--- config.mk ---
export PLATFORM = sky130hd
export DESIGN_NAME = pe_seq_ctrl
export DESIGN_NICKNAME = d
export VERILOG_FILES = /design/src/rtl/pe_seq_ctrl.sv
export SDC_FILE = /design/constraint.sdc
export NUM_CORES = 1
export LEC_CHECK = 0
export ABC_AREA = 1
export BUFFER_PORTS_ARGS = -buffer_cell sky130_fd_sc_hd__buf_2
export CAP_MARGIN = 20
export CORE_UTILIZATION = 40
export DETAILED_ROUTE_END_ITERATION = 10
export GPL_TIMING_DRIVEN = 0
export PLACE_DENSITY = 0.7
export SETUP_SLACK_MARGIN = 0.4
export SYNTH_ARGS = -nofsm -noshare
export SYNTH_HDL_FRONTEND = slang
export SYNTH_SLANG_ARGS = --single-unit
--- constraint.sdc ---
create_clock -name clk -period 4.2 [get_ports clk]
set_input_delay 0.42 -clock clk [delete_from_list [all_inputs] [get_ports clk]]
set_output_delay 0.42 -clock clk [all_outputs]
set_load 0.01 [all_outputs]
--- src/rtl/pe_seq_ctrl.sv ---
// PE sequencer: streams weights/activations from the global buffer into one PE and steps it
// through compute windows. Define PE_CTRL_WIN_SHIFT_EN to reuse activations via the PE shift.
module pe_seq_ctrl #(
  parameter int ADDR_W = 16,
  parameter int WIN_W  = 8
) (
  input  logic              clk,
  input  logic              rst_n,
  input  logic              start,
  input  logic [ADDR_W-1:0] w_base,
  input  logic [ADDR_W-1:0] a_base,
  input  logic [WIN_W-1:0]  num_win,
  output logic              gb_rd_en,
  output logic [ADDR_W-1:0] gb_addr,
  output logic              write_w_PE,
  output logic              write_a_PE,
  output logic              comp,
  output logic              shift,
  output logic              clear,
  output logic [2:0]        comp_idx,
  output logic [2:0]        write_idx,
  output logic              pe_out_valid,
  output logic              busy,
  output logic              done
);

  // state  | meaning
  // IDLE   | waiting for start
  // LOAD   | GB reads (16 on first window, 8 activations on reloads)
  // TAIL   | write strobe for the final LOAD read
  // COMP   | 8 MAC steps, comp_idx 0..7
  // OUT    | PE result valid
  // CLR    | clear psum, advance window
  // SHIFT  | shift PE activations, fetch newest activation
  // FILL   | write newest activation into slot 7
  // DONE   | job-complete pulse
  typedef enum logic [3:0] {
    S_IDLE, S_LOAD, S_TAIL, S_COMP, S_OUT, S_CLR, S_SHIFT, S_FILL, S_DONE
  } state_t;

  state_t            r_state;
  state_t            w_state_nxt;
  logic [ADDR_W-1:0] r_w_base;
  logic [ADDR_W-1:0] r_a_base;
  logic [WIN_W-1:0]  r_num_win;
  logic [WIN_W-1:0]  r_win;
  logic [3:0]        r_cnt;
  logic              r_full;

  logic [WIN_W-1:0]  w_win_inc;
  logic              w_last;
  logic [3:0]        w_rd_idx;
  logic [3:0]        w_wr_idx;
  logic              w_wr_pend;
  logic [ADDR_W-1:0] w_win_ext;

  assign w_win_inc = r_win + WIN_W'(1);
  assign w_last    = (w_win_inc == r_num_win);
  assign w_win_ext = ADDR_W'(r_win);
  // r_cnt counts down; the read index counts up from 0 (full load) or 8 (activation reload)
  assign w_rd_idx  = 4'd15 - r_cnt;
  assign w_wr_idx  = w_rd_idx - 4'd1;
  assign w_wr_pend = r_full ? (r_cnt != 4'd15) : (r_cnt != 4'd7);

  always_ff @(posedge clk or negedge rst_n) begin
    if (!rst_n) r_state <= S_IDLE;
    else        r_state <= w_state_nxt;
  end

  always_ff @(posedge clk or negedge rst_n) begin
    if (!rst_n) begin
      r_w_base  <= '0;
      r_a_base  <= '0;
      r_num_win <= '0;
      r_win     <= '0;
      r_cnt     <= '0;
      r_full    <= 1'b0;
    end else begin
      case (r_state)
        S_IDLE: begin
          if (start) begin
            r_w_base  <= w_base;
            r_a_base  <= a_base;
            r_num_win <= num_win;
            r_win     <= '0;
            r_cnt     <= 4'd15;
            r_full    <= 1'b1;
          end
        end
        S_LOAD, S_COMP: begin
          if (r_cnt != 4'd0) r_cnt <= r_cnt - 4'd1;
        end
        S_TAIL, S_FILL: r_cnt <= 4'd7;
        S_CLR: begin
          r_win  <= w_win_inc;
          r_cnt  <= 4'd7;
          r_full <= 1'b0;
        end
        default: ;
      endcase
    end
  end

  always_comb begin
    w_state_nxt  = r_state;
    gb_rd_en     = 1'b0;
    gb_addr      = '0;
    write_w_PE   = 1'b0;
    write_a_PE   = 1'b0;
    comp         = 1'b0;
    shift        = 1'b0;
    clear        = 1'b0;
    comp_idx     = 3'd0;
    write_idx    = 3'd0;
    pe_out_valid = 1'b0;
    done         = 1'b0;
    case (r_state)
      S_IDLE: begin
        if (start) w_state_nxt = (num_win == '0) ? S_DONE : S_LOAD;
      end
      S_LOAD: begin
        gb_rd_en = 1'b1;
        gb_addr  = w_rd_idx[3] ? (r_a_base + w_win_ext + ADDR_W'(w_rd_idx[2:0]))
                               : (r_w_base + ADDR_W'(w_rd_idx[2:0]));
        if (w_wr_pend) begin
          write_w_PE = ~w_wr_idx[3];
          write_a_PE = w_wr_idx[3];
          write_idx  = w_wr_idx[2:0];
        end
        if (r_cnt == 4'd0) w_state_nxt = S_TAIL;
      end
      S_TAIL: begin
        write_a_PE  = 1'b1;
        write_idx   = 3'd7;
        w_state_nxt = S_COMP;
      end
      S_COMP: begin
        comp      = 1'b1;
        comp_idx  = ~r_cnt[2:0];
        // nonzero write_idx keeps the PE accumulating
        write_idx = 3'd7;
        if (r_cnt == 4'd0) w_state_nxt = S_OUT;
      end
      S_OUT: begin
        pe_out_valid = 1'b1;
        w_state_nxt  = S_CLR;
      end
      S_CLR: begin
        clear = 1'b1;
        if (w_last) w_state_nxt = S_DONE;
        else begin
`ifdef PE_CTRL_WIN_SHIFT_EN
          w_state_nxt = S_SHIFT;
`else
          w_state_nxt = S_LOAD;
`endif
        end
      end
`ifdef PE_CTRL_WIN_SHIFT_EN
      S_SHIFT: begin
        shift       = 1'b1;
        gb_rd_en    = 1'b1;
        gb_addr     = r_a_base + w_win_ext + ADDR_W'(7);
        w_state_nxt = S_FILL;
      end
      S_FILL: begin
        write_a_PE  = 1'b1;
        write_idx   = 3'd7;
        w_state_nxt = S_COMP;
      end
`endif
      S_DONE: begin
        done        = 1'b1;
        w_state_nxt = S_IDLE;
      end
      default: w_state_nxt = S_IDLE;
    endcase
  end

  assign busy = (r_state != S_IDLE);

endmodule

-- Yosys cells after proc, flatten, opt, wreduce, memory -nomap -nowiden
Cells that the tools add are included.
- multipliers: 0
- shift operators: 0
- eq/ne operators: 14
- magnitude comparators: 0
- add/subtract/negate cells: 7
- divide/modulo/power cells: 0
- bitwise logic cells: 2
- multiplexer cells: 28
- reductions and logical operators: 14
- operator list (cell ; count):
    $add A16 B3 Y16 ; 2
    $mux W16 ; 2
    $mux W4 ; 7
    $pmux W4 S6 ; 1
    $add A16 B8 Y16 ; 1
    $pmux W8 S2 ; 1
    $eq A4 B3 Y1 const B ; 3
    $pmux W4 S3 ; 1
    $mux W1 ; 10
    $add A8 B1 Y8 const B ; 1
    $eq A4 B2 Y1 const B ; 2
    $eq A8 B8 Y1 ; 1
    $logic_not A4 Y1 ; 2
    $logic_not A8 Y1 ; 1
    $mux W8 ; 1
    $ne A2 B2 Y1 const B ; 4
    $reduce_bool A4 Y1 ; 2
    $sub A4 B1 Y4 const B ; 2
    $mux W3 ; 2
    $pmux W3 S2 ; 1
    $reduce_and A3 Y1 ; 2
    $eq A4 B1 Y1 const B ; 1
    $eq A4 B4 Y1 const B ; 1
    $ne A4 B3 Y1 const B ; 1
    other kinds (10) ; 13
- memory bits (read-only): 0
- RAM bits: 0
- flip-flop bits (word level): 57
- input bits: 43
- latch bits: 0
- output and inout bits: 31
- memories kept: 0

-- Longest topological paths before layout
- depth in word-level cells: 5
- depth in mapped cells: 14
- depth with buffers taken out: 14

-- Least setup slack after synthesis
Ideal clock, no wire load.
- path kind: register -> output
- from: reg r_cnt[1]
- to: out gb_addr[9]
- stages on the path, launching flop included: 11
- slack: 1.396 ns
- data arrival time: 2.384 ns
- path buffers: 0
- data required time: 3.780 ns
- path through: dfrtp_1 -> inv_1 -> fa_1 -> ha_1 -> fa_1 -> nand3_1 -> nand2_1 -> nand2_1 -> nand2_1 -> xnor2_1 -> a211oi_1
- cells in the longest elaborated chain, start to end: 4
- elaborated cells between the ends (all ways): 5
- ends and longest elaborated chain (item ; RTL line ; text):
    start, declared ; 47 ; logic [3:0] r_cnt;
    start signal, assigned ; 91 ; if (r_cnt != 4'd0) r_cnt <= r_cnt - 4'd1;
    $sub A4 B4 Y4 (*) ; 61 ; assign w_rd_idx = 4'd15 - r_cnt;
    $add A16 B3 Y16 (on tied branches) ; 124, 123 ;
    $mux W16 (*) ; 123 ; gb_addr = w_rd_idx[3] ? (r_a_base + w_win_ext + ADDR_W'(w_rd_idx[2:0]))
    $mux W16 (*) ; 117 ; case (r_state)
    end, declared ; 14 ; output logic [ADDR_W-1:0] gb_addr,
Mark *: on every way between the ends. The rest lies on a longest branch, timed or not.

-- Worst setup path in the final report
- from: reg r_cnt[1]
- to: out gb_addr[7]
The elaborated chain is that of the path after synthesis.

==> flow_metrics.env <==
export IMPL_die_area_um2=10300
export IMPL_cp_max_fo=5
export IMPL_fin_util_pct=49.7
export IMPL_synth_fa_ha_area_share_pct=8.56
export IMPL_clk_pin_slew_ns=0.07
export IMPL_dr_pass1_iters=4
export IMPL_ys_top_cells_by_area="dfrtp_1 (36%), nand2_1 (8.7%), ha_1 (6.0%)"
export IMPL_crit_chain="inv_1, fa_1, ha_1, fa_1, nand3_1, nand2_1, inv_1, o21bai_1, xor2_1, o21ai_0, nor2_1, buf_2"
export IMPL_cts_tree="done"
export IMPL_wl_met3_um=619
export IMPL_top_level_ports=74
export IMPL_die_h_um=101
export IMPL_status="finished clean"
export IMPL_power_internal_uw=855
export IMPL_synthMuxAreaShare_pct=5.99
export IMPL_yosysTopAreaCellShare_pct=36.1
export IMPL_crit_path_start_kind="flip-flop"
export IMPL_hold_path_class="input pin to async pin"
export IMPL_top_layer_used="met4"
export IMPL_grt_start_max_net_pins=32
export IMPL_synth_xor_area_share_pct=3.11
export IMPL_maxCapViolCount=0
export IMPL_syn_cell_area_um2=3950
export IMPL_synth_ff_type="dfrtp_1"
export IMPL_seq_area_frac_synth_pct=36.1
export IMPL_fin_tns_setup_ns=0
export IMPL_cts_resized=0
export IMPL_portBuffers=72
export IMPL_mostFrequentLayoutCells="nand2_1 (91), buf_2 (75), inv_1 (62)"
export IMPL_grt_setup_unrepaired="no"
export IMPL_grt_total_usage_pct=20.6
export IMPL_routed_wl_mm=9.91
export IMPL_drive_gt1_share_pct=22.4
export IMPL_cts_root_buffer="clkbuf_8"
export IMPL_synth_cell_types=45
export IMPL_syn_to_final_growth_pct=18.5
export IMPL_clock_skew_ns=0.00925
export IMPL_syn_nets=573
export IMPL_nFillCells=941
export IMPL_layout_commonest_cell="nand2_1"
export IMPL_pwr_share_comb_pct=3.3
export IMPL_avgSynthCellArea_um2=7.80
export IMPL_synth_edff_count=0
export IMPL_postCtsSetupBuffers=0
export IMPL_netlist_instances=506
export IMPL_clock_sinks=57
export IMPL_tightestPinTransition_ns=0.623
export IMPL_yosys_area_share_simple_pct=24.9
export IMPL_seq_power_share_pct=50.1
export IMPL_met2WireLength_mm=4.49
export IMPL_hold_viol_final=0
export IMPL_min_period_ns=3.48
export IMPL_finalSetupViolCount=0
export IMPL_max_freq_ghz=0.288
export IMPL_cts_buffers=9
export IMPL_clock_latency_ns=0.34
export IMPL_slew_headroom_pct=58.5
export IMPL_worstPathRequired_ns=3.78
export IMPL_antenna_found_initial=0
export IMPL_cp_buffers_inverters=3
export IMPL_cp_slowest_stage_delay_ns=0.45
export IMPL_initial_core_util_pct=41.9
export IMPL_vias_per_cell=5.10
export IMPL_num_vias=3692
export IMPL_maxSlewViolCount=0
export IMPL_grt_pass1_vias=3586
export IMPL_fp_row_count=35
export IMPL_antenna_cells=0
export IMPL_wire_per_inst_um=13.7
export IMPL_cp_arrival_ns=3.06
export IMPL_synth_top_family_by_area="simple AND/OR/NAND/NOR gates"
export IMPL_core_um2=9420
export IMPL_p_switching_uw=241
export IMPL_pre_cts_slack_ns=1.11
export IMPL_grt_pass1_wl_mm=16.5
export IMPL_finalNetCount=657
export IMPL_yosysTopAreaCell="dfrtp_1"
export IMPL_drt_met1_wl_mm=4.62
export IMPL_swShare_pct=22.0
export IMPL_finalCritPeriodShare_pct=82.8
export IMPL_cts_buffer_depth=2
export IMPL_drtAntennaViolNets=0
export IMPL_critical_path_class="flip-flop to output pin"
export IMPL_ctsHoldBuffers=0
export IMPL_cts_max_level=3
export IMPL_yosysWarnings=0
export IMPL_ys_seq_elements=57
export IMPL_drc=0
export IMPL_die_w_um=101
export IMPL_grt_overflow=0
export IMPL_endpoint_kind="output pin"
export IMPL_gp_congestion=0.908
export IMPL_drt_iter0_drc=158
export IMPL_cp_slowest_cell="fa_1"
export IMPL_clkPwrFrac_pct=46.6
export IMPL_hpwl_mm=7.61
export IMPL_power_density_nw_per_um2=234
export IMPL_synth_compound_area_share_pct=13.0
export IMPL_critical_path_top_delay_family="adder cells"
export IMPL_async_flop_share_pct=100
export IMPL_setup_ws_ns=0.722
export IMPL_peakVddDrop_v=0.000107
export IMPL_leakagePower_uw=0.00243
Yosys cell counts, types with 4 or more instances:
master    count
nand2_1      91
inv_1        62
dfrtp_1      57
nor2_1       52
nand3_1      36
o21ai_0      36
a21oi_1      33
mux2_2       21
ha_1         19
nor3_1       12
xor2_1        8
nand3b_1      7
nand4_1       7
xnor2_1       6
fa_1          5
inv_2         4
o22ai_1       4
per-layer routing:
metal	vias to the layer above	GRT usage (%)
met4	0	6.58
met5	-	0
met1	1706	27.0
met3	18	4.83
met2	124	33.6
li1	1844	-
sequential cells by signal (all words and copies together) (netlist names):
| register | count |
|---|---|
| r_full | 1 |
| r_cnt | 4 |
| r_a_base | 16 |
| r_win | 8 |
| r_num_win | 8 |
| r_w_base | 16 |
| r_state | 4 |
final timing paths:
path / start / end / slack [ns] / cells after the start
max reg2reg: r_win[0] / r_state[0] / 2.30 / 12
min: rst_n / r_w_base[14] / 0.09 / 1
max in group asynchronous: rst_n / r_cnt[0] / 3.52 / 2
max: r_cnt[1] / gb_addr[7] / 0.72 / 12
min in group clk: w_base[15] / r_w_base[15] / 0.31 / 2
min reg2reg: r_a_base[6] / r_a_base[6] / 0.52 / 1
cell families (layout without fill, tap and decap cells):
logic type               after synthesis  after routing
AND/OR/NAND/NOR                      218            218
AO/OA/AOI/OAI                         92             92
buffers and inverters                 79            168
flip-flops                            57             57
adder cells (fa/ha/maj)               24             24
multiplexers                          21             21
XOR/XNOR                              14             14
other                                  1              1
area by class of cell:
cell class	count	area (um^2)	share of cell area, %
multi-input combinational	370	2200	47.0
sequential	57	1430	30.5
timing repair buffer	73	380	8.13
inverter	67	251	5.38
tap	129	161	3.45
clock buffer	13	149	3.18
buffer	12	72.6	1.55
clock inverter	3	40.0	0.856
per-stage QoR:
| stage | power [uW] | hold WS, ns | instances | cell area, um^2 |
|---|---|---|---|---|
| CTS | 1110 | 0.0994 | 724 | 4680 |
| global placement | 594 | 0.495 | 707 | 4470 |
| floorplan | 563 | 0.124 | 506 | 3950 |
| global route | 1130 | 0.137 | 724 | 4680 |
| finish | 1100 | 0.0882 | 724 | 4680 |
| detailed placement | 597 | 0.470 | 708 | 4490 |
power groups by stage:
stage / Combinational, uW / Sequential, uW / Clock [uW]
after detailed placement: 37.7 / 559 / 0
after global placement: 34.8 / 559 / 0
after CTS: 37.8 / 549 / 519
final: 36.5 / 549 / 510
after global routing: 41.8 / 549 / 540
after floorplan: 3.44 / 559 / 0
Note: power is estimated with default switching activity, not from simulation.
